File: src/rtl/vector_sweep_pkg.sv
// Shared types and helpers for the exhaustive vector sweep controller.
package vector_sweep_pkg;

    typedef enum logic [1:0] {
        StIdle,
        StSettle,
        StSample,
        StDone
    } state_t;

    function automatic int unsigned nv(input int unsigned n);
        return 32'd1 << n;
    endfunction

endpackage

File: src/rtl/resp_popcount.sv
// Combinational count of bit positions where the captured response and golden word differ.
module resp_popcount #(
    parameter int unsigned W = 8
) (
    input  logic [W-1:0]         i_resp,
    input  logic [W-1:0]         i_golden,
    output logic [$clog2(W+1)-1:0] o_count
);

    localparam int unsigned CW = $clog2(W + 1);

    logic [W-1:0] w_diff;

    assign w_diff = i_resp ^ i_golden;

    always_comb begin
        o_count = '0;
        for (int i = 0; i < int'(W); i++) begin
            o_count = o_count + CW'(w_diff[i]);
        end
    end

endmodule

File: src/rtl/vector_sweep_ctrl.sv
// Drives every input vector into a small combinational DUT, captures its output bit per vector
// and compares the resulting response word against a golden word latched at start.
module vector_sweep_ctrl
    import vector_sweep_pkg::*;
#(
    parameter int unsigned N_IN   = 3,
    parameter int unsigned SETTLE = 1
) (
    input  logic                  CK,
    input  logic                  reset,
    input  logic                  start,
    input  logic                  abort,
    input  logic [nv(N_IN)-1:0]   golden,
    input  logic                  dut_out,
    output logic [N_IN-1:0]       dut_in,
    output logic                  busy,
    output logic                  done,
    output logic                  valid,
    output logic [nv(N_IN)-1:0]   resp,
    output logic                  mismatch,
    output logic [N_IN:0]         err_count
);

    localparam int unsigned NV = nv(N_IN);
    localparam int unsigned CW = $clog2(SETTLE + 1);

    state_t          r_state, w_state_d;
    logic [N_IN-1:0] r_idx, w_idx_d;
    logic [CW-1:0]   r_cnt, w_cnt_d;
    logic [NV-1:0]   r_resp, w_resp_d;
    logic [NV-1:0]   r_golden, w_golden_d;
    logic            r_valid, w_valid_d;
    logic            r_mismatch, w_mismatch_d;
    logic [N_IN:0]   r_err, w_err_d;

    logic [NV-1:0]   w_resp_cap;
    logic [N_IN:0]   w_popcnt;
    logic            w_last_vec;

    // Response word as it will look once the current sample is written.
    always_comb begin
        w_resp_cap        = r_resp;
        w_resp_cap[r_idx] = dut_out;
    end

    assign w_last_vec = (r_idx == N_IN'(NV - 1));

    resp_popcount #(
        .W (NV)
    ) u_popcount (
        .i_resp   (w_resp_cap),
        .i_golden (r_golden),
        .o_count  (w_popcnt)
    );

    always_comb begin
        w_state_d    = r_state;
        w_idx_d      = r_idx;
        w_cnt_d      = r_cnt;
        w_resp_d     = r_resp;
        w_golden_d   = r_golden;
        w_valid_d    = r_valid;
        w_mismatch_d = r_mismatch;
        w_err_d      = r_err;

        unique case (r_state)
            StIdle: begin
                if (start) begin
                    w_golden_d   = golden;
                    w_resp_d     = '0;
                    w_valid_d    = 1'b0;
                    w_mismatch_d = 1'b0;
                    w_err_d      = '0;
                    w_idx_d      = '0;
                    w_cnt_d      = '0;
                    w_state_d    = StSettle;
                end
            end
            StSettle: begin
                if (abort) begin
                    w_state_d = StIdle;
                end else if (r_cnt == CW'(SETTLE - 1)) begin
                    w_cnt_d   = '0;
                    w_state_d = StSample;
                end else begin
                    w_cnt_d = r_cnt + CW'(1);
                end
            end
            StSample: begin
                if (abort) begin
                    w_state_d = StIdle;
                end else begin
                    w_resp_d = w_resp_cap;
                    if (w_last_vec) begin
                        // Results are registered here so they appear alongside done.
                        w_valid_d    = 1'b1;
                        w_mismatch_d = (w_resp_cap != r_golden);
                        w_err_d      = w_popcnt;
                        w_state_d    = StDone;
                    end else begin
                        w_idx_d   = r_idx + N_IN'(1);
                        w_state_d = StSettle;
                    end
                end
            end
            StDone: begin
                w_state_d = StIdle;
            end
            default: begin
                w_state_d = StIdle;
            end
        endcase
    end

    always_ff @(posedge CK) begin
        if (reset) begin
            r_state    <= StIdle;
            r_idx      <= '0;
            r_cnt      <= '0;
            r_resp     <= '0;
            r_golden   <= '0;
            r_valid    <= 1'b0;
            r_mismatch <= 1'b0;
            r_err      <= '0;
        end else begin
            r_state    <= w_state_d;
            r_idx      <= w_idx_d;
            r_cnt      <= w_cnt_d;
            r_resp     <= w_resp_d;
            r_golden   <= w_golden_d;
            r_valid    <= w_valid_d;
            r_mismatch <= w_mismatch_d;
            r_err      <= w_err_d;
        end
    end

    assign busy      = (r_state == StSettle) || (r_state == StSample);
    assign done      = (r_state == StDone);
    assign dut_in    = busy ? r_idx : '0;
    assign valid     = r_valid;
    assign resp      = r_resp;
    assign mismatch  = r_mismatch;
    assign err_count = r_err;

endmodule

File: config.mk
export PLATFORM = sky130hd
export DESIGN_NAME = vector_sweep_ctrl
export DESIGN_NICKNAME = d
export VERILOG_FILES = /design/src/rtl/vector_sweep_pkg.sv /design/src/rtl/resp_popcount.sv /design/src/rtl/vector_sweep_ctrl.sv
export SDC_FILE = /design/constraint.sdc
export NUM_CORES = 1
export LEC_CHECK = 0
export ABC_AREA = 1
export CAP_MARGIN = 20
export CORE_MARGIN = 2
export CORE_UTILIZATION = 45
export CTS_CLUSTER_SIZE = 30
export DETAILED_ROUTE_END_ITERATION = 6
export PLACE_DENSITY = 0.69
export SYNTH_ARGS = -nofsm -noshare
export SYNTH_HDL_FRONTEND = slang
export SYNTH_SLANG_ARGS = --single-unit
File: constraint.sdc
create_clock -name CK -period 12.1 [get_ports CK]
set_clock_uncertainty 0.15 [all_clocks]
set_input_delay 2.42 -clock CK [delete_from_list [all_inputs] [get_ports CK]]
set_output_delay 2.42 -clock CK [all_outputs]
set_load 0.1 [all_outputs]
==> reports/results.tsv <==
stage	metric	value	unit
clock_tree	ctsHoldBuffers	0	
timing	tns	0	ns
global_route	grt_max_degree	19	
synth	netlist_area	1710	um^2
timing	slew_viol_final	0	
global_route	grt_pass1_vias	1444	
critical_path	critical-path-max-stage-delay	0.60	ns
floorplan	design.die.area	4320	um^2
synth	synth_edf_count	0	
drt	routedWlPerCell	11.9	um
synth	seq_area_frac_synth	31.6	%
critical_path	crit_chain	clkdlybuf4s50_1 -> a31oi_1 -> xnor2_1 -> ha_1 -> fa_1 -> inv_1 -> fa_1 -> fa_1 -> inv_1 -> fa_1 -> nand2_1 -> a21oi_1	
clock_tree	cts_buffer_depth	2	
critical_path	path_buf_inv	3	
finish	synthToLayoutAreaGrowth	21.9	%
global_route	grt_util_all_layers	19.4	%
clock_tree	clkSinkCount	27	
finish	final.fill_count	350	
drt	drc	0	
hold_path	min_path_cells	2	
timing	worst_pin_slew	0.969	ns
synth	synth_cell_types	31	
timing	fin_crit_sh	49.2	%
timing	timing.fmax	168	MHz
synth	synth-async-reset-ratio	0	%
placement	port_buffers	31	
flow_run	drv_cap	0	
pwr	total_power	0.000195	W
global_route	grt_antenna_before_repair	0	
placement	place.gp.congestion	0.879	
critical_path	critical_path_class	in2reg	
placement	dp_hpwl	2.88	mm
synth	ys_seq_elements	27	
hold_path	hp-class	reg2reg	
finish	antenna_cells	0	
clock_tree	cts_resized	0	
finish	drive_above_1_share	6.82	%
clock_tree	cts_max_level	1	
floorplan	die_h	65.7	um
synth	avgSynthCellArea	7.26	um^2
pwr	power_density	93.6	nW/um^2
critical_path	worstPathArrival	5.97	ns
floorplan	initial_core_util	46.8	%
synth	syn_nets	263	
timing	grt_setup_unrepaired	false	
finish	utilization	57.0	%
floorplan	row_count	22	
critical_path	cp.depth	12	
drt	route.vias.total	1550	
drt	drtIter0Drc	82	
critical_path	worstRegToRegCells	13	
pwr	p_leak	0.909	nW
placement	place_area	2040	um^2
global_route	grt_remaining_overflow	0	
critical_path	crit_family	adder cells	
global_route	grt_pass1_wl	6.48	mm
drt	drt_pre_antenna_iters	4	
clock_tree	cts_setup_buffers	0	
critical_path	worstPathMaxFanout	10	
floorplan	core_area	3660	um^2
floorplan	ios	32	
synth	synth_ff_type	dfxtp_1	
clock_tree	cts_tree	yes	
drt	ant_nets	0	
synth	yosys_warnings	0	
outcome	status	completed	
critical_path	end_kind	flop	
clock_tree	clockRootBuffer	clkbuf_8	
clock_tree	cts.clk_slew.worst_paths	0.09	ns
critical_path	critical_path_required	12.12	ns
finish	fin_area	2090	um^2
finish	nets	292	
pwr	ir_worst_vdd	0.0527	mV
clock_tree	clkLatencyLatePin	0.27	ns
synth	syn_inst	236	
critical_path	crit_top_cell	fa_1	
critical_path	cp_slowest_cell	clkdlybuf4s50_1	
drt	drt-vias-per-instance	4.97	
clock_tree	numCtsBuffers	3	
drt	routed_wl	3.71	mm
critical_path	cp-start-kind	input port	
timing	maxSlewHeadroom	35.2	%
floorplan	fp.dieW	65.7	um
timing	period_minus_slack	5.95	ns
timing	final-hold-violation-count	0	
timing	setup_viol	0	
==> flip-flops by register name, indices dropped and copies added (netlist names) <==
name	cells
r_state	2
valid	1
resp	8
r_idx	3
r_golden	8
mismatch	1
err_count	4
==> cells in the final DEF, fill, tap and decap left out, types with 2 or more instances in the layout <==
cell              n
nand3_1          23
nand3b_1          2
o211ai_1          2
a21oi_1          23
nor2_8            3
clkbuf_8          3
a31oi_1           2
dfxtp_1          27
nor2_4            2
o21ai_0           8
ha_1             10
fa_1              4
xnor2_1           2
o21a_1            2
clkdlybuf4s50_1  31
o21ai_1           2
inv_2             6
inv_1            33
nand2_1          49
nand4_1           7
nor2_1           13
==> report_power, final <==
part	switching, W	leakage [nW]	internal [W]
Sequential	0.00000222	0.220	0.0000921
Combinational	0.0000310	0.667	0.0000192
Clock	0.0000273	0.0228	0.0000236
==> worst register-to-register path, delay by kind of cell, from the launching register on <==
family	cells	cell delay [ns]
xor+xnor	1	0.23
simple gates	1	0.07
fa+ha+maj	5	2.17
flops	1	0.59
buf+inv	3	0.35
compound gates	3	0.33
==> area by class of cell <==
type	count	area [um^2]	area share, %
clock buffers	4	45.0	2.16
inverters	40	153	7.31
multi-input cells	161	972	46.6
flip-flops and latches	27	541	25.9
well taps	48	60.1	2.88
repair buffers	32	318	15.2
==> synthesized netlist by cell type, types with 2 or more instances <==
cell	n	area, um^2
a21oi_1	23	115
a31oi_1	2	12.5
buf_2	2	10.0
buf_4	2	15.0
clkbuf_1	3	11.3
dfxtp_1	27	541
fa_1	4	80.1
ha_1	10	125
inv_1	33	124
inv_2	6	22.5
nand2_1	49	184
nand3_1	23	115
nand3b_1	2	15.0
nand4_1	7	43.8
nor2_1	13	48.8
nor2_4	2	22.5
nor2_8	3	60.1
o211ai_1	2	15.0
o21a_1	2	15.0
o21ai_0	8	40.0
o21ai_1	2	10.0
xnor2_1	2	17.5
==> through the flow <==
step                      hold WS (ns)  worst slack [ns]  std cells
after floorplan                  0.294              6.50        236
after global placement           0.300              5.93        308
after detailed placement         0.305              5.85        308
after CTS                        0.318              6.14        312
after global routing             0.332              5.93        312
final                            0.315              6.15        312
==> final timing paths <==
kind | from | to | slack (ns)
setup / recovery | dut_out | err_count[1]$_SDFFE_PP0P_ | 6.15
hold / removal | err_count[1]$_SDFFE_PP0P_ | err_count[1]$_SDFFE_PP0P_ | 0.32
setup reg to reg | r_idx[0]$_SDFFE_PP0P_ | err_count[1]$_SDFFE_PP0P_ | 8.13
hold reg to reg | err_count[1]$_SDFFE_PP0P_ | err_count[1]$_SDFFE_PP0P_ | 0.32
==> cells by family (layout without fill, tap and decap cells) <==
group	count (synthesis)	after routing	share of synthesized area, %
flip-flops	27	27	31.6
XOR/XNOR	3	3	1.53
adder cells (fa/ha/maj)	14	14	12.0
buffers and inverters	48	76	11.7
AND/OR/NAND/NOR	101	101	29.3
AO/OA/AOI/OAI	43	43	14.0
==> layer usage <==
layer	track usage [%]	vias to the layer above	wire [um]
met3	2.05	5	208
li1	-	816	-
met1	26.4	679	1730
met2	32.2	50	1710
met5	0	-	0
met4	6.25	0	55
Power figures use the tool's default switching activity.
